**src/rtl/mul_pkg.sv**
```systemverilog
// Shared types and constants for the iterative 24x24 multiplier.
// Latency: n/a (declarations only).
// Backpressure: n/a.
package mul_pkg;

  localparam int WIDTH  = 24;
  localparam int PROD_W = 2 * WIDTH;
  localparam int CNT_W  = 5;

  typedef enum logic [1:0] {
    IDLE  = 2'd0,
    RUN   = 2'd1,
    WRITE = 2'd2
  } mulState_t;

  typedef logic [PROD_W-1:0] prod_t;

  // Absolute value of an operand when it is treated as signed; raw value otherwise.
  // The most negative value maps to 2^(WIDTH-1), which is exact as an unsigned magnitude.
  function automatic logic [WIDTH-1:0] magnitude(input logic [WIDTH-1:0] v, input logic isSigned);
    return (isSigned && v[WIDTH-1]) ? ((~v) + WIDTH'(1)) : v;
  endfunction

endpackage

```
**src/rtl/mul_step.sv**
```systemverilog
// One shift-add partial-product iteration.
// Latency: purely combinational.
// Backpressure: none; the sequencer decides when to register the result.
module mul_step
  import mul_pkg::*;
(
  input  prod_t            accIn,
  input  prod_t            mcandIn,
  input  logic [WIDTH-1:0] mplierIn,
  output prod_t            accOut,
  output prod_t            mcandOut,
  output logic [WIDTH-1:0] mplierOut
);

  // Add the aligned multiplicand when the current multiplier bit is set, then shift both operands.
  always_comb begin
    accOut    = mplierIn[0] ? (accIn + mcandIn) : accIn;
    mcandOut  = {mcandIn[PROD_W-2:0], 1'b0};
    mplierOut = {1'b0, mplierIn[WIDTH-1:1]};
  end

endmodule

```
**src/rtl/mul_sequencer.sv**
```systemverilog
// Iterative 24x24 multiply controller: one shift-add step per clock, sign fix-up, MulReg write.
// Latency: Start at edge E0 -> one-cycle write strobe in cycle 25, MulReg captures at E25.
// Backpressure: Start ignored while busy; Stall holds decode when it reads MulReg mid-multiply.
module mul_sequencer
  import mul_pkg::*;
(
  input  logic              Clock,
  input  logic              Reset,
  input  logic              Start,
  input  logic              Signed,
  input  logic [WIDTH-1:0]  OpA,
  input  logic [WIDTH-1:0]  OpB,
  input  logic              ReadReq,
  output logic              Busy,
  output logic              Done,
  output logic              Stall,
  output logic              MulWriteEn,
  output logic [PROD_W-1:0] MulWriteData
);

  mulState_t        state;
  mulState_t        nextState;
  logic [CNT_W-1:0] stepCnt;
  prod_t            acc;
  prod_t            mcand;
  logic [WIDTH-1:0] mplier;
  logic             negResult;
  prod_t            prodReg;

  prod_t            accNext;
  prod_t            mcandNext;
  logic [WIDTH-1:0] mplierNext;
  logic             lastStep;

  mul_step uStep (
    .accIn     (acc),
    .mcandIn   (mcand),
    .mplierIn  (mplier),
    .accOut    (accNext),
    .mcandOut  (mcandNext),
    .mplierOut (mplierNext)
  );

  // The step being taken on this edge is the final one of WIDTH iterations.
  assign lastStep = (stepCnt == CNT_W'(WIDTH - 1));

  // State register.
  always_ff @(posedge Clock or negedge Reset) begin
    if (!Reset) begin
      state <= IDLE;
    end else begin
      state <= nextState;
    end
  end

  // Next-state logic: IDLE waits for Start, RUN counts WIDTH steps, WRITE lasts one cycle.
  always_comb begin
    nextState = state;
    case (state)
      IDLE:    if (Start) nextState = RUN;
      RUN:     if (lastStep) nextState = WRITE;
      WRITE:   nextState = IDLE;
      default: nextState = IDLE;
    endcase
  end

  // Datapath: latch magnitudes on accept, iterate in RUN, and capture the sign-corrected
  // product on the last step so it is stable for the whole WRITE cycle and held afterwards.
  always_ff @(posedge Clock or negedge Reset) begin
    if (!Reset) begin
      stepCnt   <= '0;
      acc       <= '0;
      mcand     <= '0;
      mplier    <= '0;
      negResult <= 1'b0;
      prodReg   <= '0;
    end else begin
      case (state)
        IDLE: begin
          if (Start) begin
            mcand     <= PROD_W'(magnitude(OpA, Signed));
            mplier    <= magnitude(OpB, Signed);
            negResult <= Signed & (OpA[WIDTH-1] ^ OpB[WIDTH-1]);
            acc       <= '0;
            stepCnt   <= '0;
          end
        end
        RUN: begin
          acc     <= accNext;
          mcand   <= mcandNext;
          mplier  <= mplierNext;
          stepCnt <= stepCnt + CNT_W'(1);
          if (lastStep) begin
            // Negating zero yields zero, so a zero operand with mixed signs stays 0.
            prodReg <= negResult ? ((~accNext) + PROD_W'(1)) : accNext;
          end
        end
        default: ;
      endcase
    end
  end

  assign Busy         = (state != IDLE);
  assign Done         = (state == WRITE);
  assign MulWriteEn   = (state == WRITE);
  assign MulWriteData = prodReg;
  // A read issued alongside Start in IDLE is not stalled: it returns the previous product.
  assign Stall        = ReadReq & Busy;

endmodule

```
**config.mk**
```make
export PLATFORM = sky130hd
export DESIGN_NAME = mul_sequencer
export DESIGN_NICKNAME = d
export VERILOG_FILES = /design/src/rtl/mul_pkg.sv /design/src/rtl/mul_step.sv /design/src/rtl/mul_sequencer.sv
export SDC_FILE = /design/constraint.sdc
export NUM_CORES = 1
export LEC_CHECK = 0
export ABC_AREA = 1
export ABC_CLOCK_PERIOD_IN_PS = 6500
export BUFFER_PORTS_ARGS = -buffer_cell sky130_fd_sc_hd__buf_4
export CAP_MARGIN = 20
export CORE_ASPECT_RATIO = 0.5
export CORE_MARGIN = 3
export CORE_UTILIZATION = 55
export CTS_CLUSTER_DIAMETER = 100
export CTS_CLUSTER_SIZE = 30
export DETAILED_ROUTE_END_ITERATION = 12
export GPL_TIMING_DRIVEN = 0
export PLACE_DENSITY = 0.76
export SETUP_SLACK_MARGIN = 0.05
export SYNTH_ARGS = -nofsm -noshare
export SYNTH_HDL_FRONTEND = slang
export SYNTH_HIERARCHICAL = 1
export SYNTH_SLANG_ARGS = --single-unit
```
**constraint.sdc**
```tcl
create_clock -name Clock -period 6.5 [get_ports Clock]
set_input_delay 0.975 -clock Clock [delete_from_list [all_inputs] [get_ports Clock]]
set_output_delay 0.975 -clock Clock [all_outputs]
set_load 0.1 [all_outputs]
```
* After elaboration in Yosys (flattened, before gate mapping)
Index checks and enable logic that the tools add are counted. W data, S select, Z words.
Operators by class: add/subtract/negate cells 5, equality and inequality tests 5, muxes and demuxes 15, bitwise operators 6, reduce and logical (&&, ||, !) cells 9
Operators by type and width (count):
- $mux W48 | 4
- $pmux W48 S2 | 2
- $mux W24 | 3
- $add A24 B1 Y24 const B | 2
- $add A48 B1 Y48 const B | 1
- $add A48 B48 Y48 | 1
- $not A24 Y24 | 2
- $not A48 Y48 | 1
- $pmux W24 S2 | 1
- $pmux W5 S2 | 1
- $reduce_and A2 Y1 | 4
- $add A5 B1 Y5 const B | 1
- $eq A5 B5 Y1 const B | 1
- $mux W5 | 1
- $mux W2 | 2
- $ne A2 B2 Y1 const B | 2
- $pmux W2 S2 | 1
- $reduce_bool A2 Y1 | 2
- $and A1 B1 Y1 | 2
- $eq A2 B1 Y1 const B | 1
- $eq A2 B2 Y1 const B | 1
- $logic_and A1 B1 Y1 | 2
- $logic_not A2 Y1 | 1
- $xor A1 B1 Y1 | 1
Storage, ports and cells: flip-flop bits (word level) 176, word-level logic and storage cells 47

* Longest topological paths before layout
Gate-level depths: netlist of the first run.
word-level depth 5, gate-level depth with buffers 25, depth with buffers taken out 25

* Hierarchy
The synthesis of the first run kept the hierarchy.
Modules (own cells, without submodules):
- mul_sequencer | times used 1, cells an instance 1315, area each 9716.8 µm²
- mul_step | times used 1, cells an instance 1093, area each 5416.4 µm²

* Least setup slack after synthesis of the first run
OpenSTA, ideal clock, no wires.
path type register -> output, from register state[1], to output MulWriteEn, arrival 2.195 ns, path slack 3.330 ns, cell stages (with the launch flop) 4, buffers on the path 1, cell sequence dfrtp_1 -> inv_2 -> nor2_1 -> buf_4
On the way: longest elaborated chain between the ends 1
Ends and longest elaborated chain:
- start: declaration | RTL line mul_sequencer.sv:21 | mulState_t state;
- start signal: assignment | RTL line mul_sequencer.sv:52 | state <= nextState;
- $eq A2 B2 Y1
- end: declaration | RTL line mul_sequencer.sv:17 | output logic MulWriteEn,
Every way passes these cells.

* Final worst setup path of the first run
from register acc[0], to register prodReg[37] (netlist: MulWriteData[37])
On the way: longest elaborated chain between the ends 5
Ends and longest elaborated chain:
- start: declaration | RTL line mul_sequencer.sv:24 | prod_t acc;
- start signal: assignment | RTL line mul_sequencer.sv:89 | acc <= accNext;
- $add A48 B48 Y48 | RTL line mul_step.sv:17 | accOut = mplierIn[0] ? (accIn + mcandIn) : accIn;
- $mux W48 | RTL line mul_step.sv:17
- via accNext[32] | RTL line mul_sequencer.sv:30 | prod_t accNext;
- $not A48 Y48 | RTL line mul_sequencer.sv:95 | prodReg <= negResult ? ((~accNext) + PROD_W'(1)) : accNext;
- $add A48 B1 Y48 | RTL line mul_sequencer.sv:95
- $mux W48 | RTL line mul_sequencer.sv:95
- end signal: assignment | RTL line mul_sequencer.sv:95
- end: declaration | RTL line mul_sequencer.sv:28 | prod_t prodReg;
The timed path passes the listed nets, and every way through them passes these cells. A chain may end at the register's enable or synchronous reset.

==> flow_summary.json, run 1 <==
{
  "skew_ps": 12.03,
  "grt_start_max_net_pins": 105,
  "num_rows": 42,
  "syn_inst": 2408,
  "cts_resized": 0,
  "clk_path_buf_depth": 2,
  "core_area_um2": 26750,
  "yosys_warnings": 6,
  "place_hpwl_um": 39580,
  "grt_pass1_wl_um": 75720,
  "synth_area_per_cell_um2": 6.285,
  "ant_nets": 0,
  "drive_gt1_share_pct": 15.40,
  "clock.fmax_mhz": 272.9,
  "worst_slew_margin_rel_pct": 52.42,
  "ys_ff_latch": 176,
  "grt_pass1_vias": 13780,
  "clock_sink_count": 176,
  "required_ps": 6850,
  "die_y_um": 123.3,
  "hold_path_class": "in -> async",
  "tns_ps": 0,
  "cp.arrival_ps": 4010,
  "diodes": 0,
  "clock_latency_ps": 460,
  "critPathMaxFanout": 4,
  "min_period_over_period_pct": 56.37,
  "cts_tree": "done",
  "dr.pass1.iters": 6,
  "crit_type": "reg -> reg",
  "area_growth_pct": 12.29,
  "cp-start-kind": "flop",
  "setup_viol": 0,
  "synth_cell_types": 45,
  "hold_buffers": 0,
  "grt_overflow": 0,
  "drt-total-wl_um": 49380,
  "vias": 15710,
  "rsz0062_at_grt": "false",
  "h-tree-depth": 4,
  "end_kind": "flop",
  "wl_per_cell_um": 17.04,
  "report.final.slew_viol_count": 0,
  "crit_start": "acc[0]",
  "grt_antenna_before_repair": 0,
  "io_buffers": 104,
  "grt_usage_pct": 33.60,
  "multi_input_area_um2": 8638,
  "whs_ps": 470.7,
  "place_congestion": 0.9954,
  "post_cts_buffers": 0,
  "r2r-start": "acc[0]",
  "syn_area_um2": 15130,
  "worst_pin_slew_ps": 713.6,
  "viasPerCell": 5.419,
  "status": "completed",
  "top_level_ports": 105,
  "synth_flop_cell": "dfrtp_1",
  "seq_area_frac_synth_pct": 29.10,
  "n_fill_cell": 2579,
  "num-nets-final": 2638,
  "min_period_ps": 3664,
  "async_reset_ff_share_pct": 100.0,
  "start_util_pct": 56.58,
  "cts.clk_slew.worst_paths_ps": 70,
  "cts_buffers": 17,
  "post-route-util_pct": 63.53,
  "cap_violations": 0,
  "die_area_um2": 29660,
  "drt_iter0_drc": 1734,
  "die_width_um": 240.6,
  "synth-edff-count": 0,
  "drcViolationCount": 0,
  "clock-root-buffer": "clkbuf_16",
  "hold_viol": 0,
  "register_area_um2": 4404
}
state kept, by name, indices dropped and copies added, names as in the netlist:
register      cells
mcand            48
MulWriteData     48
state             2
stepCnt           5
acc              48
mplier           24
negResult         1
critical path, stage by stage (launching register included):
cell     delay [ps]
dfrtp_1         400
ha_1            240
inv_1            70
fa_1            350
inv_1           110
nand2_1         110
nand2_1         110
nand3_1          70
nand2_1         160
nand2_1          90
nand3_2         190
nand2_1         100
nand2_1          70
nand2_1          50
nand3_1         110
nand2_1         140
nor2_1          230
nand3_1         100
nor2_1          240
nand2_1         100
o21ai_0         240
nand3_1         120
nand3_1         110
nand2_1          50
synth_stat cells (14+ instances only):
master	number	area share, %
nor2_2	48	2.0
o22ai_1	14	0.58
xnor2_1	17	0.98
xor2_1	31	1.8
inv_2	20	0.50
nand2_1	858	21
buf_2	33	1.1
inv_1	308	7.6
o21ai_1	42	1.4
ha_1	51	4.2
dfrtp_1	176	29
a22o_1	29	1.7
nand3_1	168	5.6
buf_4	81	4.0
nor2_1	202	5.0
nand4_1	22	0.91
o21ai_0	92	3.0
clkbuf_1	23	0.57
nand2_2	37	1.5
a21oi_1	66	2.2
stage by stage:
stage,std cells,instance area (um2),setup WS (ps)
global route,2898,16990,2520
detailed placement,2866,16390,2962
finish,2898,16990,2836
floorplan,2409,15140,3330
CTS,2898,16990,2940
global placement,2865,16360,2912
worst paths after layout:
kind | cells past startpoint | end | slack [ps]
max in group asynchronous | 2 | mcand[16] | 5090
min in group Clock | 2 | MulWriteData[34] | 480
max reg2reg | 23 | MulWriteData[37] | 2840
max | 23 | MulWriteData[37] | 2840
min reg2reg | 2 | MulWriteData[34] | 480
min | 1 | MulWriteData[35] | 470
cells in the final DEF (no fill, tap or decap), drive strengths merged:
master  count
a21o        2
a21oi      66
a22o       29
a31oi       2
a32o        1
and2        1
and3        3
buf       219
bufinv      2
clkbuf     42
clkinv      6
conb        2
dfrtp     176
fa          1
ha         51
inv       334
nand2     896
nand3     180
nand3b      7
nand4      22
nor2      261
nor3       16
nor4        2
o211ai      6
o21a        1
o21ai     137
o21bai      6
o221ai      5
o22ai      14
or2         8
xnor2      17
xor2       31
area by class of cell:
type | count | area share, %
clock buffers | 19 | 2.665
multi-input cells | 1767 | 50.83
inverters | 329 | 7.267
flip-flops and latches | 176 | 25.92
plain buffers | 137 | 5.058
repair buffers | 105 | 4.800
clock inverters | 13 | 0.8688
well taps | 352 | 2.592
routing by layer:
metal | GRT usage [%] | part of all wire [%] | up-vias
met5 | 0 | 0 | -
met2 | 51.16 | 42 | 702
met4 | 8.321 | 1.6 | 0
met3 | 4.034 | 9.0 | 59
li1 | - | - | 7744
met1 | 50.68 | 47 | 7200
logic make-up (layout without fill, tap and decap cells):
kind of cell	after synthesis	in the layout	synth area share (%)
AO/OA/AOI/OAI	269	269	10.30
XOR/XNOR	48	48	2.778
other	1	2	0.02478
flip-flops	176	176	29.10
adder cells (fa/ha/maj)	52	52	4.349
buffers and inverters	466	603	13.84
AND/OR/NAND/NOR	1396	1396	39.60
Power of run 1 is not shown: default switching activity piles up to over one toggle a cycle in this logic, so the estimate is an artifact.
==> run 2: changes to the inputs <==
- ABC_AREA: 1 -> 0
- ABC_CLOCK_PERIOD_IN_PS: 6500 -> 3500
- clock period: 6.5 -> 3.5 ns (I/O delays scaled with it)
==> run 2 against run 1 <==
Clock skew down 2.0 ps. The run now ends with negative setup slack left. Worst hold slack worse by 370 ps. Die area down 13%. Critical endpoint is now MulWriteData[46].
==> flow_summary.json, run 2 <==
{
  "mostFrequentLayoutCells": "nand2_1 (260), buf_4 (231), dfrtp_1 (176)",
  "async_reset_ff_share_pct": 100.0,
  "io_buffers": 104,
  "clock-root-buffer": "clkbuf_16",
  "num_rows": 39,
  "crit_type": "reg -> reg",
  "start_util_pct": 56.83,
  "synthTopCellsByArea": "dfrtp_1 (34%), nand2_1 (7.6%), ha_1 (4.9%)",
  "cap_violations": 0,
  "setup_viol": 38,
  "synth-edff-count": 0,
  "r2r_setup_slack_ps": -1170,
  "grt_pass1_vias": 12430,
  "ant_nets": 0,
  "grt_usage_pct": 33.56,
  "h-tree-depth": 4,
  "required_ps": 3850,
  "worst_pin_slew_ps": 1257,
  "report.final.slew_viol_count": 0,
  "cpMaxStageDelayCell": "or4_4",
  "grt_overflow": 0,
  "grt_antenna_before_repair": 0,
  "worst_slew_margin_rel_pct": 16.18,
  "grt_pass1_wl_um": 67590,
  "die_width_um": 224.6,
  "ys_ff_latch": 176,
  "critPathMaxFanout": 8,
  "grt_start_max_net_pins": 96,
  "die_y_um": 115.3,
  "max_stage_delay_ps": 570,
  "final_common_cell": "nand2_1",
  "diodes": 0,
  "viasPerCell": 6.328,
  "min_period_over_period_pct": 133.3,
  "cts_buffers": 17,
  "final_cell_area_um2": 16350,
  "syn_area_um2": 13150,
  "synth_cell_types": 87,
  "synth_flop_cell": "dfrtp_1",
  "hold_path_class": "in -> async",
  "drt-total-wl_um": 44990,
  "rsz0062_at_grt": "true",
  "yosys.area.top_type_share_pct": 33.50,
  "wl_per_cell_um": 21.33,
  "seq_area_frac_synth_pct": 33.50,
  "cp-start-kind": "flop",
  "cts_tree": "done",
  "die_area_um2": 25900,
  "skew_ps": 10.04,
  "drcViolationCount": 0,
  "clock_sink_count": 176,
  "drt_iter0_drc": 1265,
  "area_growth_pct": 24.41,
  "path_cells": "ha_1 -> buf_4 -> a21oi_1 -> o21ai_1 -> a21oi_2 -> o21ai_4 -> buf_12 -> buf_4 -> a2111oi_4 -> o21ai_2 -> a311oi_2 -> xnor2_1 -> mux2_4 -> or4_4 -> or4_4 -> nand3_1 -> a31oi_1 -> a211o_1",
  "min_period_ps": 4666,
  "status": "finished, violations left",
  "end_kind": "flop",
  "core_area_um2": 23130,
  "vias": 13350,
  "drive_gt1_share_pct": 25.03,
  "layout_setup_ws_ps": -1166,
  "dr.pass1.iters": 6,
  "cts.clk_slew.worst_paths_ps": 70,
  "place_area_um2": 14490,
  "synth_common_cells": "nand2_1 (265), dfrtp_1 (176), nand3_1 (109)",
  "yosysMostFrequentCell": "nand2_1",
  "syn_inst": 1597,
  "top_level_ports": 105,
  "num-nets-final": 1894,
  "clock.fmax_mhz": 214.3,
  "cp.arrival_ps": 5010,
  "place_congestion": 0.9888,
  "hold_viol": 0,
  "synth_area_per_cell_um2": 8.231,
  "clk_path_buf_depth": 2,
  "yosysTopAreaCell": "dfrtp_1",
  "yosys_warnings": 6,
  "place_hpwl_um": 31760,
  "clock_latency_ps": 460,
  "violations": "negative setup slack"
}
## run 2: cell types whose count changed in the layout (fill, tap and decap cells not counted), sizes merged, moves of 29 or more
cell	previous run	this run
nand2	896	265
inv	334	32
nor2	261	74
nand3	180	109
clkbuf	42	95
buf	219	269
mux2	0	34
a21o	2	34
a22o	29	0
## run 2: timing repair
action / 4_1_cts / 5_1_grt
hold buffers: 0 / 0
setup buffers: 37 / 33
cloned: 2 / 0
endpoints found under the setup margin: 53 / 52
pin swaps: 53 / 55
gates resized for setup: 85 / 86
## run 2: per-layer routing
| metal | up-vias | global-route usage (%) | wire length (um) |
|---|---|---|---|
| li1 | 6075 | - | - |
| met1 | 6517 | 45.10 | 19170 |
| met2 | 635 | 54.60 | 20840 |
| met3 | 118 | 6.684 | 3695 |
| met4 | 0 | 12.18 | 1280 |
| met5 | - | 0 | 0 |
## run 2: metrics by stage
stage | TNS [ps] | utilization (%) | setup slack, ps | hold slack, ps | cells
floorplan | -20230 | - | -831.9 | 229.4 | 1598
global placement | -39320 | 62.50 | -1550 | 462.4 | 2009
detailed placement | -42250 | 62.65 | -1581 | 476.3 | 2010
CTS | -29500 | 68.05 | -1096 | 116.5 | 2080
global route | -35980 | 70.70 | -1256 | 152.4 | 2109
finish | -32510 | 70.70 | -1166 | 99.52 | 2109
## run 2: cell type report
cell class              count  area, um2
clock inverters             9      81.33
flip-flops and latches    176       4404
clock buffers              23      498.0
well taps                 307      384.1
repair buffers            175       1419
inverters                  33      127.6
fillers                  1795       6777
plain buffers             166      942.2
multi-input cells        1220       8497
## run 2: worst max-delay path, delay by kind of cell, from the launching register on
| family | cells | cell delay (ps) |
|---|---|---|
| AO/OA/AOI/OAI | 9 | 1830 |
| XOR/XNOR | 1 | 120 |
| adder cells (fa/ha/maj) | 1 | 310 |
| buffers and inverters | 3 | 450 |
| flip-flops | 1 | 430 |
| multiplexers | 1 | 280 |
| AND/OR/NAND/NOR | 3 | 1130 |
## run 2: logic make-up after synthesis
| family | share of synthesized area [%] |
|---|---|
| AND/OR/NAND/NOR | 22.03 |
| AO/OA/AOI/OAI | 20.77 |
| buffers and inverters | 8.005 |
| flip-flops | 33.50 |
| XOR/XNOR | 6.530 |
| adder cells (fa/ha/maj) | 5.007 |
| multiplexers | 4.131 |
| other | 0.02853 |
## run 2: final timing paths
path                                       from                to  cells past startpoint
min in group Clock                       OpA[0]          mcand[0]                      3
worst min-delay path                      Reset  MulWriteData[39]                      1
worst max register to register          acc[11]  MulWriteData[46]                     18
worst min register to register  MulWriteData[1]   MulWriteData[1]                      2
worst max-delay path                    acc[11]  MulWriteData[46]                     18
max in group asynchronous                 Reset        mplier[17]                      2
Power of run 2 is left out for the same reason.
